File: src/rtl/outmux_ctrl.sv
// Output steering controller: routes one producer result to one of N consumer channels via a registered req/ack stage.
// Optional sticky invalid-select flag `err` is built when OUTMUX_CTRL_ERR_EN is defined.
module outmux_ctrl #(
    parameter int N    = 4,
    parameter int SELW = 2
) (
    input  logic            clk,
    input  logic            reset_n,
    input  logic            t_c_req,
    output logic            t_c_ack,
    input  logic [SELW-1:0] sel,
    input  logic            t_d_req,
    output logic            t_d_ack,
    output logic [N-1:0]    i_k_req,
    input  logic [N-1:0]    i_k_ack,
    output logic            busy
`ifdef OUTMUX_CTRL_ERR_EN
    ,
    output logic            err
`endif
);

    localparam logic [SELW:0] L_N = (SELW+1)'(N);

    typedef enum logic {
        S_IDLE,
        S_SEND
    } state_t;

    state_t          r_state;
    state_t          w_state_nxt;
    logic [SELW-1:0] r_sel_q;
    logic [SELW-1:0] w_sel_nxt;
    logic [N-1:0]    r_req;
    logic [N-1:0]    w_req_nxt;
    logic [N-1:0]    w_sel_dec;
    logic [N-1:0]    w_q_dec;
    logic            w_sel_ok;
    logic            w_ack_sel;
    logic            w_rdy;

    always_comb begin
        w_sel_dec = '0;
        w_q_dec   = '0;
        for (int j = 0; j < N; j++) begin
            w_sel_dec[j] = (sel == SELW'(j));
            w_q_dec[j]   = (r_sel_q == SELW'(j));
        end
    end

    assign w_sel_ok  = ({1'b0, sel} < L_N);
    // Only the ack of the channel currently being requested can drain the stage.
    assign w_ack_sel = (r_state == S_SEND) & (|(i_k_ack & w_q_dec));
    assign w_rdy     = reset_n & ((r_state == S_IDLE) | w_ack_sel);

    always_comb begin
        w_state_nxt = r_state;
        w_sel_nxt   = r_sel_q;
        w_req_nxt   = r_req;
        t_c_ack     = 1'b0;
        t_d_ack     = 1'b0;
        if (w_ack_sel) begin
            w_state_nxt = S_IDLE;
            w_req_nxt   = '0;
        end
        // A new accept overrides the drain so back-to-back transfers keep SEND.
        if (w_rdy && t_c_req) begin
            if (!w_sel_ok) begin
                t_c_ack = 1'b1;
            end else if (t_d_req) begin
                t_c_ack     = 1'b1;
                t_d_ack     = 1'b1;
                w_state_nxt = S_SEND;
                w_sel_nxt   = sel;
                w_req_nxt   = w_sel_dec;
            end
        end
    end

    always_ff @(posedge clk or negedge reset_n) begin
        if (!reset_n) begin
            r_state <= S_IDLE;
            r_sel_q <= '0;
            r_req   <= '0;
        end else begin
            r_state <= w_state_nxt;
            r_sel_q <= w_sel_nxt;
            r_req   <= w_req_nxt;
        end
    end

    assign i_k_req = r_req;
    assign busy    = (r_state == S_SEND);

`ifdef OUTMUX_CTRL_ERR_EN
    logic w_drop;
    logic r_err;

    assign w_drop = w_rdy & t_c_req & ~w_sel_ok;

    always_ff @(posedge clk or negedge reset_n) begin
        if (!reset_n) begin
            r_err <= 1'b0;
        end else if (w_drop) begin
            r_err <= 1'b1;
        end
    end

    assign err = r_err;
`endif

endmodule
File: config.mk
export PLATFORM = sky130hd
export DESIGN_NAME = outmux_ctrl
export DESIGN_NICKNAME = d
export VERILOG_FILES = /design/src/rtl/outmux_ctrl.sv
export SDC_FILE = /design/constraint.sdc
export NUM_CORES = 1
export LEC_CHECK = 0
export BUFFER_PORTS_ARGS = -buffer_cell sky130_fd_sc_hd__buf_2
export CAP_MARGIN = 5
export CORE_AREA = 2 2 39 41
export DETAILED_ROUTE_END_ITERATION = 16
export DIE_AREA = 0 0 41 43
export GPL_TIMING_DRIVEN = 0
export PLACE_DENSITY_LB_ADDON = 0.15
export SLEW_MARGIN = 20
export SYNTH_ARGS = -nofsm -noshare
export SYNTH_HDL_FRONTEND = slang
export SYNTH_SLANG_ARGS = --single-unit
File: constraint.sdc
create_clock -name clk -period 1.34 [get_ports clk]
set_input_delay 0 -clock clk [delete_from_list [all_inputs] [get_ports clk]]
set_output_delay 0 -clock clk [all_outputs]
set_load 0.02 [all_outputs]
==> impl_metrics.json <==
{
  "outcome": "finished with violations",
  "violations": "negative setup slack",
  "leakage_nw": 0.3420,
  "ioPinCount": 17,
  "cts_tree": "yes",
  "min_period_ps": 1440,
  "seq_power_share_pct": 36.4,
  "fmax_mhz": 694.4,
  "rows": 14,
  "crit_arrival_ps": 1440,
  "worst_ir_drop_vdd_uv": 535.0,
  "p_int_uw": 515.0,
  "gp_congestion": 0.6293,
  "ys_ff_latch": 7,
  "cts_root_buf": "clkbuf_4",
  "synthesis.nets": 63,
  "path_class": "reg -> out",
  "dieWidth_um": 41,
  "synthToLayoutAreaGrowth_pct": 34.98,
  "power_uw": 795.5,
  "hold_class": "in -> reg",
  "async_flop_share_pct": 100.0,
  "required_ps": 1340,
  "grt_pass1_vias": 443,
  "vias": 458,
  "initial_core_util_pct": 36.71,
  "rsz0062_at_grt": "true",
  "antenna_cells": 0,
  "clkLatencyLatePin_ps": 250,
  "fin_skew_ps": 3.945,
  "crit_fanout": 4,
  "io_buffer_count": 15,
  "antenna_found_initial": 0,
  "clk_path_buf_depth": 2,
  "place_ws_ps": -106.7,
  "yosys.cell_types.count": 24,
  "wl_per_cell_um": 13.18,
  "grt_pass1_wl_um": 2001,
  "syn_inst": 53,
  "wl_um": 1213,
  "drc": 0,
  "grt_use_total_pct": 17.04,
  "postSynthAreaPerCell_um2": 9.585,
  "tightest_slew_ps": 430.7,
  "yosys_warnings": 0,
  "fin_nets": 87,
  "grtUsageMet3_pct": 4.712,
  "clk_pin_slew_worst_paths_ps": 60,
  "htreeDepth": 1,
  "cp-start-kind": "flop",
  "setup_viol": 6,
  "coreArea_um2": 1384,
  "syn-cell-area_um2": 508.0,
  "clkPwrFrac_pct": 25.1,
  "grt_max_degree": 11,
  "fp.dieH_um": 43,
  "top_usage_layer": "met2",
  "globalRouteOverflowTotal": 0,
  "ant_nets": 0,
  "die-area_um2": 1763,
  "synth_top_area_share_pct": 34.48,
  "yosys-top-cells-area": "dfrtp_1 (34%), mux2i_1 (14%), o221ai_1 (6.9%), nor2b_1 (6.2%), mux4_2 (4.4%)",
  "cap_violations": 0,
  "synth_edf_count": 0,
  "grt_use_met2_pct": 25.00,
  "worst_slack_ps": -100.1,
  "rr_worst_depth": 4,
  "yosysTopAreaCell": "dfrtp_1",
  "combPwrFrac_pct": 38.4,
  "dp_hpwl_um": 800.9,
  "p_switching_uw": 280.5,
  "maxSlewHeadroom_pct": 71.29,
  "drive_above_1_share_pct": 38.16,
  "drv_slew": 0,
  "first_pass_iters": 2,
  "hold_viol": 0,
  "use_met1_pct": 22.15,
  "final.period_utilization_pct": 107.5,
  "ys.flop_type": "dfrtp_1",
  "hold_slack_ps": 108.1,
  "end_kind": "primary output",
  "cts.sinks": 7,
  "whs_path_depth": 3,
  "power_density_nw_per_um2": 1160,
  "power_switching_share_pct": 35.26,
  "drt_iter0_drc": 2,
  "cts_buffers": 3,
  "seq_area_frac_synth_pct": 34.48,
  "avgViaCountPerCell": 4.978
}
==> per-layer routing <==
layer | vias up | part of all wire, % | wire length [um]
met4 | 0 | 0.99 | 12
li1 | 238 | - | -
met2 | 10 | 45 | 542
met3 | 2 | 4.5 | 55
met5 | - | 0 | 0
met1 | 208 | 50 | 602
==> cell families after synthesis <==
group / after synthesis / share of synthesized area [%]
compound gates: 10 / 17.24
buf+inv: 8 / 6.650
flops: 7 / 34.48
mux: 8 / 18.23
simple gates: 20 / 23.40
==> per-stage QoR <==
stage | instance area (um2) | TNS (ps) | utilization (%) | cells
finish | 685.7 | -367.9 | 49.55 | 92
global placement | 604.3 | -452.6 | 43.67 | 84
detailed placement | 604.3 | -366.4 | 43.67 | 84
global route | 685.7 | -761.0 | 49.55 | 92
CTS | 680.7 | -506.2 | 49.19 | 92
floorplan | 509.2 | 0 | - | 53
==> cell usage after synthesis, types with 2 or more instances <==
master	instances
nand2b_1	2
mux2i_1	7
dfrtp_1	7
inv_1	5
nand2_1	3
a21o_1	2
a211oi_1	2
nor3b_1	2
o221ai_1	4
nor2b_1	5
==> power groups by stage <==
| stage | Clock (mW) | Combinational, mW | Sequential, mW |
|---|---|---|---|
| after floorplan | 0 | 0.146 | 0.333 |
| after global placement | 0 | 0.269 | 0.293 |
| after detailed placement | 0 | 0.270 | 0.294 |
| after CTS | 0.209 | 0.304 | 0.290 |
| after global routing | 0.221 | 0.336 | 0.296 |
| final | 0.200 | 0.306 | 0.290 |
==> worst max-delay path, stage by stage (launching register included) <==
cell,delay [ps]
dfrtp_2,430
mux2i_2,170
a22oi_2,230
and2_4,180
buf_6,80
buf_6,100
==> path summary, 6_finish.rpt <==
check	start	slack, ps	end
worst max register to register	r_sel_q[1]$_DFFE_PN0P_	-60	i_k_req[1]$_DFF_PN0_
max in group asynchronous	reset_n	820	r_sel_q[1]$_DFFE_PN0P_
worst min-delay path	sel[1]	110	i_k_req[3]$_DFF_PN0_
worst max-delay path	r_sel_q[1]$_DFFE_PN0P_	-100	t_d_ack
worst min register to register	r_sel_q[1]$_DFFE_PN0P_	570	r_sel_q[1]$_DFFE_PN0P_
min in group asynchronous	reset_n	230	i_k_req[3]$_DFF_PN0_
==> area by class of cell <==
class                           count  area (um2)
Buffer                              3       18.77
Clock buffer                        4       26.28
Fill cell                         140       698.2
Inverter                            5       18.77
Multi-Input combinational cell     38       311.5
Sequential cell                     7       176.4
Tap cell                           16       20.02
Timing Repair Buffer               19       113.9
==> cell usage in the layout, fill, tap and decap left out, types with 2 or more instances in the layout <==
| cell type | netlist | routed |
|---|---|---|
| buf_2 | 0 | 14 |
| mux2i_1 | 7 | 6 |
| dfrtp_1 | 7 | 6 |
| inv_1 | 5 | 5 |
| nor2b_1 | 5 | 5 |
| o221ai_1 | 4 | 4 |
| clkbuf_4 | 0 | 3 |
| buf_4 | 1 | 3 |
| nand2b_1 | 2 | 2 |
| clkbuf_1 | 1 | 2 |
| nor3b_1 | 2 | 2 |
| nand2_1 | 3 | 2 |
| a21o_1 | 2 | 2 |
| a211oi_1 | 2 | 2 |
| buf_6 | 0 | 2 |
==> flip-flops by register name, indices dropped and copies added, names as in the netlist <==
name	flops
busy	1
r_sel_q	2
i_k_req	4
==> what timing repair did <==
action / in CTS / in global routing
pin swaps: 2 / 0
hold endpoints to repair: 7 / 0
resized for setup: 6 / 1
endpoints found under the setup margin: 7 / 7
cloned: 0 / 0
hold buffers: 1 / 0
setup buffers: 3 / 0
No activity file was read; power rests on OpenSTA's default activity.
